### src/rtl/btn_conditioner.sv
// Push-button front end: two-flop synchroniser, per-bit debounce with rising-edge
// pulse, and an arbiter that folds the four direction buttons into a one-hot vector.
module btn_conditioner #(
  parameter int DEBOUNCE_CYCLES = 1_000_000,
  parameter int CNT_W           = $clog2(DEBOUNCE_CYCLES)
) (
  input  logic       clk,
  input  logic       rst,
  input  logic [4:0] btn_raw,
  output logic [4:0] btn_level,
  output logic [4:0] btn_press,
  output logic [4:0] btn_out,
  output logic       dir_valid
);

  localparam logic [CNT_W-1:0] CNT_MAX = CNT_W'(DEBOUNCE_CYCLES - 1);
  localparam logic [CNT_W-1:0] CNT_ONE = CNT_W'(1);

  typedef enum logic {
    ST_IDLE = 1'b0,
    ST_HOLD = 1'b1
  } state_t;

  logic [4:0]       sync_q1;
  logic [4:0]       sync_q2;
  logic [4:0]       stable_q;
  logic [4:0]       stable_d;
  logic [4:0]       press_q;
  logic [CNT_W-1:0] cnt_q [5];
  logic [CNT_W-1:0] cnt_d [5];

  state_t           state_q;
  state_t           state_d;
  logic [3:0]       sel_q;
  logic [3:0]       sel_d;
  logic [3:0]       dir_lvl;
  logic [3:0]       dir_onehot;

  // v & -v isolates the lowest set bit, giving up > left > right > down priority.
  function automatic logic [3:0] lowest_set(input logic [3:0] v);
    return v & (~v + 4'd1);
  endfunction

  always_ff @(posedge clk or negedge rst) begin
    if (!rst) begin
      sync_q1 <= '0;
      sync_q2 <= '0;
    end else begin
      sync_q1 <= btn_raw;
      sync_q2 <= sync_q1;
    end
  end

  // A disagreeing sample counts up; any agreeing sample restarts the run.
  always_comb begin
    for (int i = 0; i < 5; i++) begin
      stable_d[i] = stable_q[i];
      cnt_d[i]    = '0;
      if (sync_q2[i] != stable_q[i]) begin
        if (cnt_q[i] == CNT_MAX) begin
          stable_d[i] = ~stable_q[i];
        end else begin
          cnt_d[i] = cnt_q[i] + CNT_ONE;
        end
      end
    end
  end

  always_ff @(posedge clk or negedge rst) begin
    if (!rst) begin
      stable_q <= '0;
      press_q  <= '0;
      for (int i = 0; i < 5; i++) begin
        cnt_q[i] <= '0;
      end
    end else begin
      stable_q <= stable_d;
      press_q  <= stable_d & ~stable_q;
      for (int i = 0; i < 5; i++) begin
        cnt_q[i] <= cnt_d[i];
      end
    end
  end

  assign dir_lvl = stable_q[4:1];

  always_ff @(posedge clk or negedge rst) begin
    if (!rst) begin
      state_q <= ST_IDLE;
      sel_q   <= '0;
    end else begin
      state_q <= state_d;
      sel_q   <= sel_d;
    end
  end

  // The held direction keeps ownership; on its release the lowest other held one takes over.
  always_comb begin
    state_d = state_q;
    sel_d   = sel_q;
    if (state_q == ST_IDLE) begin
      if (|dir_lvl) begin
        state_d = ST_HOLD;
        sel_d   = lowest_set(dir_lvl);
      end
    end else begin
      if (!(|(dir_lvl & sel_q))) begin
        if (|dir_lvl) begin
          sel_d = lowest_set(dir_lvl);
        end else begin
          state_d = ST_IDLE;
          sel_d   = '0;
        end
      end
    end
  end

  assign dir_onehot = (state_q == ST_HOLD) ? sel_q : 4'd0;
  assign btn_level  = stable_q;
  assign btn_press  = press_q;
  assign btn_out    = {dir_onehot, stable_q[0]};
  assign dir_valid  = |dir_onehot;

endmodule
### config.mk
export PLATFORM = sky130hd
export DESIGN_NAME = btn_conditioner
export DESIGN_NICKNAME = d
export VERILOG_FILES = /design/src/rtl/btn_conditioner.sv
export SDC_FILE = /design/constraint.sdc
export NUM_CORES = 1
export LEC_CHECK = 0
export CORE_UTILIZATION = 40
export DETAILED_ROUTE_END_ITERATION = 8
export REMOVE_ABC_BUFFERS = 1
export SETUP_SLACK_MARGIN = 0.3
export SLEW_MARGIN = 10
export SYNTH_ARGS = -nofsm -noshare
export SYNTH_HDL_FRONTEND = slang
export SYNTH_SLANG_ARGS = --single-unit
### constraint.sdc
create_clock -name clk -period 5.2 [get_ports clk]
set_clock_uncertainty 0.1 [all_clocks]
set_input_delay 1.04 -clock clk [delete_from_list [all_inputs] [get_ports clk]]
set_output_delay 1.04 -clock clk [all_outputs]
set_load 0.01 [all_outputs]
Word-level counts from Yosys, hierarchy flattened
Cells that the tools add are included. Widths: inputs -> output; s select.

Flip-flop bits (word level): 125. Input bits: 7. Output and inout bits: 16. Logic and storage cells: 71.

Add/subtract/negate cells: 6. Eq/ne operators: 11. Muxes and demuxes: 28. Bitwise gates (word level): 10. Reduce and logical (&&, ||, !) cells: 5.

Operators by type and width (number): $mux 20 (10); $add 20x1->20 const B (5); $eq 20x20->1 const B (5); $mux 4 (5); $mux 1 (13); $reduce_or 4->1 (3); $and 4x4->4 (2); $and 5x5->5 (1); $ne 1x1->1 (5); $not 1->1 (5); $not 5->5 (1); $add 4x1->4 const B (1); $not 4->4 (1); $ne 2x2->1 const B (1); $reduce_and 2->1 (1); $reduce_bool 2->1 (1).

Depth between registers and ports, before layout
Gate-level depths: netlist of run 1.

Depth after elaboration: 6. Depth in mapped cells: 6.

Least setup slack after synthesis of run 1
Ideal clock, no wire load.

Path type: register -> output. Start point: register state_q. End point: output dir_valid. Arrival time: 1.157 ns. Required time: 4.060 ns. Setup slack: 2.903 ns. Cell stages (with the launch flop): 3. Cells stage by stage: dfrtp_1 and2_1 or4_1.

Word-level cells in the longest chain between the ends: 2.

RTL lines: start: declaration (line 32) `state_t state_q;`; start signal: assignment (line 92) `state_q <= state_d;`; $mux 4 (line 118) `assign dir_onehot = (state_q == ST_HOLD) ? sel_q : 4'd0;`; via btn_out[3] (line 12) `output logic [4:0] btn_out,`; $reduce_or 4->1 (line 122) `assign dir_valid = |dir_onehot;`; end: declaration (line 13) `output logic dir_valid`.

The timed path passes the listed nets, and every way through them passes these cells.

Final worst setup path of run 1
Start point: register state_q. End point: output dir_valid.

Word-level cells in the longest chain between the ends: 2.

RTL lines (line): $mux 4 (118); $reduce_or 4->1 (122).

Every way passes these cells.

==> results of run 1 <==
kinds of logic (layout without fill, tap and decap cells):
group | count (synthesis) | after routing | synth area share
buffers and inverters | 39 | 84 | 0.0261
muxes | 10 | 10 | 0.0186
AOI/OAI and AO/OA | 54 | 54 | 0.0609
and+or+nand+nor | 282 | 282 | 0.252
DFF | 125 | 125 | 0.527
xor gates and xnor gates | 71 | 71 | 0.105
adders and majority gates | 5 | 5 | 0.0105
metal layers:
metal  global-route usage  vias up  part of all wire
met1                0.204     2113              0.45
met5                    0        -                 0
met2                0.268       48              0.50
met4               0.0813        0             0.020
li1                     -     2127                 -
met3               0.0476       16             0.025
power by group through the flow:
| stage | clock (W) | combinational, W | sequential [W] |
|---|---|---|---|
| CTS | 0.00114 | 0.0000605 | 0.00100 |
| global route | 0.00119 | 0.0000678 | 0.00100 |
| global placement | 0 | 0.0000587 | 0.00102 |
| detailed placement | 0 | 0.0000602 | 0.00102 |
| floorplan | 0 | 0.0000270 | 0.00101 |
| finish | 0.00110 | 0.0000576 | 0.00100 |
cell usage after synthesis, drive strengths merged (7+ instances only):
cell type and number:
nor4 19, dfrtp 125, and2 8, o21ai 15
nand4 25, mux2 8, nor3 24, or2 7
nand2 28, or4 14, nand3 33, a21oi 24
xnor2 55, or3 14, inv 28, xor2 16
nor2 87, o31ai 8
area by class of cell:
| type | count | area, um^2 |
|---|---|---|
| tap | 184 | 230 |
| fill | 1336 | 7570 |
| inverter | 28 | 105 |
| timing repair buffer | 25 | 240 |
| multi-input combinational | 422 | 2650 |
| clock inverter | 7 | 62.6 |
| clock buffer | 24 | 492 |
| sequential | 125 | 3130 |
path summary, 6_finish.rpt:
kind                            startpoint    endpoint  depth (start not counted)
worst min-delay path            sync_q1[0]  sync_q2[0]                          0
max in group asynchronous              rst   cnt_q[44]                          2
worst max register to register   cnt_q[20]   cnt_q[31]                          4
worst min register to register  sync_q1[0]  sync_q2[0]                          0
min in group asynchronous              rst    cnt_q[8]                          1
worst max-delay path               state_q   dir_valid                          3
flip-flops by register name (all words and copies together), names as in the netlist:
name,count
sync_q1,5
sync_q2,5
btn_level,5
sel_q,4
cnt_q,100
btn_press,5
state_q,1
critical path: cells and delay by family, from the launching register on:
| kind | cells | cell delay (ns) |
|---|---|---|
| buffers and inverters | 1 | 0.52 |
| and+or+nand+nor | 2 | 0.78 |
| DFF | 1 | 0.43 |
stage by stage:
stage | utilization | hold WS, ns | total power (W)
3_3_place_gp | 0.439 | 0.234 | 0.00108
3_5_place_dp | 0.439 | 0.238 | 0.00108
5_1_grt | 0.477 | 0.255 | 0.00226
2_1_floorplan | - | 0.231 | 0.00104
6_report | 0.477 | 0.248 | 0.00216
4_1_cts | 0.477 | 0.251 | 0.00220
==> flow_metrics.env, run 1 <==
export IMPL_postCtsSetupBuffers=0
export IMPL_final_cell_area_um2=6910
export IMPL_ir_drop_mv=0.236
export IMPL_end_kind="output port"
export IMPL_clock_path_buffers=2
export IMPL_dpl_hpwl_um=7780
export IMPL_cp_required_ns=4.06
export IMPL_relSlewSlack=0.365
export IMPL_route_antenna_remaining_nets=0
export IMPL_fp_dieArea_um2=15300
export IMPL_layout_common_cells="dfrtp_1 (125), nor2_1 (87), xnor2_1 (55)"
export IMPL_synth_top_flop_cell="dfrtp_1"
export IMPL_netlist_area_um2=5930
export IMPL_fin_nets=631
export IMPL_ys_ff_latch=125
export IMPL_ios=23
export IMPL_path_class="flip-flop to output port"
export IMPL_via_count=4304
export IMPL_cts_buffers=17
export IMPL_finalWorstSetupSlack_ns=1.91
export IMPL_cp_slowest_stage_delay_ns=0.61
export IMPL_drtIter0Drc=195
export IMPL_via_per_inst=5.28
export IMPL_yosys_area_top_type_share=0.527
export IMPL_power_frac_seq=0.464
export IMPL_crit_path_max_fanout=7
export IMPL_antenna_found_initial=0
export IMPL_grt_usage=0.166
export IMPL_placedCellCount=784
export IMPL_clkSinkCount=125
export IMPL_die_w_um=124
export IMPL_max_freq_mhz=304
export IMPL_drc=0
export IMPL_htreeDepth=4
export IMPL_drv_cap=0
export IMPL_hold_viol=0
export IMPL_slowest_stage="or4_1"
export IMPL_p_comb_frac=0.027
export IMPL_swShare=0.210
export IMPL_synthCells=586
export IMPL_p_sw_w=0.000454
export IMPL_drive_gt1_frac=0.0951
export IMPL_start_kind="flip-flop"
export IMPL_synth_area_leaders="dfrtp_1 (53%), xnor2_1 (8.1%), nor2_1 (5.5%)"
export IMPL_status="completed"
export IMPL_ys_async_sr_fraction=1.00
export IMPL_synth_largest_area_cell="dfrtp_1"
export IMPL_grt_pass1_vias=4187
export IMPL_period_share=0.632
export IMPL_dp_slack_ns=2.33
export IMPL_gp_congestion=0.752
export IMPL_grt_ovfl_total=0
export IMPL_report_final_slew_viol_count=0
export IMPL_drt_first_pass_iters=5
export IMPL_worstPathCellList="and2_1 -> or4_1 -> clkdlybuf4s50_1"
export IMPL_worst_r2r_setup_slack_ns=2.87
export IMPL_setup_tns_ns=0
export IMPL_cts_tree="built"
export IMPL_setup_viol=0
export IMPL_final_cells=815
export IMPL_syn_avg_cell_area_um2=10.1
export IMPL_insertion_delay_ns=0.41
export IMPL_ys_types=41
export IMPL_placed_area_um2=6350
export IMPL_wl_per_cell_um=14.1
export IMPL_cts_root_buf="clkbuf_16"
export IMPL_antenna_cells=0
export IMPL_initial_utilization=0.410
export IMPL_synth_edf_count=0
export IMPL_power_per_cell_area_nw_per_um2=312
export IMPL_clk_pin_slew_ns=0.05
export IMPL_yosys_warnings=0
export IMPL_die_h_um=124
export IMPL_pwr_share_clk=0.510
export IMPL_total_leakage_power_nw=2.70
export IMPL_yosysSeqAreaShare=0.527
export IMPL_area_delta_synth_final_pct=16.4
export IMPL_p_int_w=0.00170
export IMPL_rows=44
export IMPL_grt_pass1_wl_um=19500
export IMPL_worstPathArrival_ns=2.15
export IMPL_wl_um=11500
export IMPL_io_buffer_count=22
export IMPL_mostFrequentLayoutCell="dfrtp_1"
export IMPL_hold_class="flip-flop to flip-flop"
export IMPL_core_area_um2=14500
export IMPL_grt_max_degree=58
export IMPL_cts_repair_resized=0
export IMPL_worstMarginPinSlew_ns=0.949
export IMPL_period_needed_ns=3.29
export IMPL_hold_buffers=0
export IMPL_grt_setup_unrepaired="false"
(Power assumes the default switching activity.)
==> inputs of run 2 (changes only) <==
clock period = 2.8 ns   (was 5.2 ns; I/O delays follow)
==> run 2 against run 1 <==
  * Critical path depth is the same
  * Count of clock-buffer cells in the layout shrank 3
  * Final area grew 1.8%
  * Worst hold slack gained 0.0021 ns
  * Total power grew 95%
  * Core utilization grew 0.86 points
  * Register-to-register slack lost 2.3 ns
  * Clock power grew 100%
  * Non-clock buffer count grew 6
  * Via count grew 1.5%
  * First-iteration DRC count grew 38%
  * Setup slack lost 1.5 ns
  * Critical path type unchanged
  * Largest cell class unchanged
  * Highest routed layer unchanged
==> flow_metrics.env, run 2 (synthesized netlist as in run 1, its figures left out) <==
export IMPL_worstPathArrival_ns=1.70
export IMPL_via_per_inst=5.31
export IMPL_drt_first_pass_iters=4
export IMPL_die_h_um=124
export IMPL_period_needed_ns=2.36
export IMPL_antenna_cells=0
export IMPL_fp_dieArea_um2=15300
export IMPL_core_area_um2=14500
export IMPL_cp_top_family="simple AND/OR/NAND/NOR gates"
export IMPL_die_w_um=124
export IMPL_antenna_found_initial=0
export IMPL_slowest_stage="or4_1"
export IMPL_power_per_cell_area_nw_per_um2=600
export IMPL_drv_cap=0
export IMPL_report_final_slew_viol_count=0
export IMPL_placed_area_um2=6420
export IMPL_cts_buffers=17
export IMPL_clkSinkCount=125
export IMPL_cts_tree="built"
export IMPL_gp_congestion=0.827
export IMPL_io_buffer_count=22
export IMPL_grt_max_degree=41
export IMPL_start_kind="flip-flop"
export IMPL_cp_required_ns=2.14
export IMPL_layout_common_cells="dfrtp_1 (125), nor2_1 (87), xnor2_1 (55)"
export IMPL_rows=44
export IMPL_fin_nets=637
export IMPL_total_leakage_power_nw=2.76
export IMPL_startpoint="state_q"
export IMPL_regMostFlops="cnt_q"
export IMPL_setup_tns_ns=0
export IMPL_period_share=0.842
export IMPL_via_count=4367
export IMPL_hold_class="flip-flop to flip-flop"
export IMPL_end_kind="output port"
export IMPL_critPathBufInv=1
export IMPL_grt_ovfl_total=0
export IMPL_ios=23
export IMPL_htreeDepth=4
export IMPL_cts_root_buf="clkbuf_16"
export IMPL_insertion_delay_ns=0.41
export IMPL_max_freq_mhz=424
export IMPL_clk_pin_slew_ns=0.05
export IMPL_wl_um=11500
export IMPL_route_antenna_remaining_nets=0
export IMPL_grt_setup_unrepaired="false"
export IMPL_final_util=0.486
export IMPL_area_delta_synth_final_pct=18.5
export IMPL_initial_utilization=0.410
export IMPL_drtIter0Drc=269
export IMPL_clock_path_buffers=2
export IMPL_dpl_hpwl_um=7840
export IMPL_ir_drop_mv=0.439
export IMPL_grt_usage=0.167
export IMPL_wl_per_cell_um=14.0
export IMPL_path_class="flip-flop to output port"
export IMPL_mostFrequentLayoutCell="dfrtp_1"
export IMPL_crit_path_max_fanout=7
export IMPL_drive_gt1_frac=0.108
export IMPL_dp_slack_ns=0.485
export IMPL_drc=0
export IMPL_worstPathCellList="and2_1 -> or4_1 -> buf_2"
export IMPL_final_cell_area_um2=7030
export IMPL_hp_start="sync_q1[0]"
export IMPL_setup_viol=0
export IMPL_hold_viol=0
export IMPL_finalWorstSetupSlack_ns=0.441
export IMPL_grt_pass1_vias=4270
export IMPL_worstMarginPinSlew_ns=0.633
export IMPL_reg2reg_from="cnt_q[80]"
export IMPL_num_fill_cells=1326
export IMPL_status="completed"
export IMPL_largest_register_ffs=100
export IMPL_grt_pass1_wl_um=19700
export IMPL_cp_slowest_stage_delay_ns=0.50
export IMPL_relSlewSlack=0.574
## run 2: cell types whose count changed in the layout (fill, tap and decap cells not counted)
| cell | previous run | this run |
|---|---|---|
| buf_12 | 0 | 2 |
| buf_2 | 0 | 1 |
| buf_4 | 4 | 7 |
| bufinv_16 | 1 | 3 |
| clkbuf_1 | 3 | 1 |
| clkbuf_8 | 4 | 3 |
| clkdlybuf4s50_1 | 21 | 20 |
| clkinv_2 | 5 | 4 |
| clkinvlp_4 | 1 | 4 |
| dlygate4sd3_1 | 0 | 1 |
## run 2: final timing paths
kind / endpoint / slack, ns / cells after the start
worst min-delay path: sync_q2[0] / 0.25 / 0
worst max-delay path: dir_valid / 0.44 / 3
max in group asynchronous: cnt_q[6] / 1.42 / 3
worst min register to register: sync_q2[0] / 0.25 / 0
min in group asynchronous: cnt_q[5] / 0.52 / 2
worst max register to register: cnt_q[98] / 0.57 / 5
## run 2: repair_timing
action	in CTS	in global routing
gates resized for setup	3	1
setup endpoints to repair	1	1
endpoints found under the hold margin	25	0
hold buffers	1	0
gates cloned	0	0
buffers inserted	0	0
## run 2: cell type report
cell class	instances	area [um^2]	area share
Clock buffer	21	470	0.0669
Clock inverter	11	140	0.0199
Inverter	28	105	0.0149
Multi-Input combinational cell	422	2650	0.377
Sequential cell	125	3130	0.445
Tap cell	184	230	0.0327
Timing Repair Buffer	31	308	0.0438
## run 2: per-layer routing
| layer | track usage | up-vias | share of wire |
|---|---|---|---|
| li1 | - | 2145 | - |
| met1 | 0.203 | 2158 | 0.46 |
| met2 | 0.273 | 52 | 0.50 |
| met3 | 0.0536 | 12 | 0.032 |
| met4 | 0.0693 | 0 | 0.016 |
| met5 | 0 | - | 0 |
## run 2: where the power goes
part           leakage (nW)  internal [W]  switching, W
Combinational         0.757     0.0000421     0.0000776
Clock                 0.291       0.00146      0.000779
Sequential             1.71       0.00183     0.0000245
## run 2: worst reg2reg max path, cell delays in order, from the launching register on
cell	delay [ns]
dfrtp_1	0.41
ha_1	0.22
nand2_1	0.11
or4_1	0.65
or4_1	0.51
a21oi_1	0.16
## run 2: through the flow
step	power, W	hold WS, ns	instances
2_1_floorplan	0.00193	0.164	575
3_3_place_gp	0.00201	0.235	789
3_5_place_dp	0.00201	0.237	789
4_1_cts	0.00428	0.253	822
5_1_grt	0.00438	0.256	822
6_report	0.00422	0.250	822
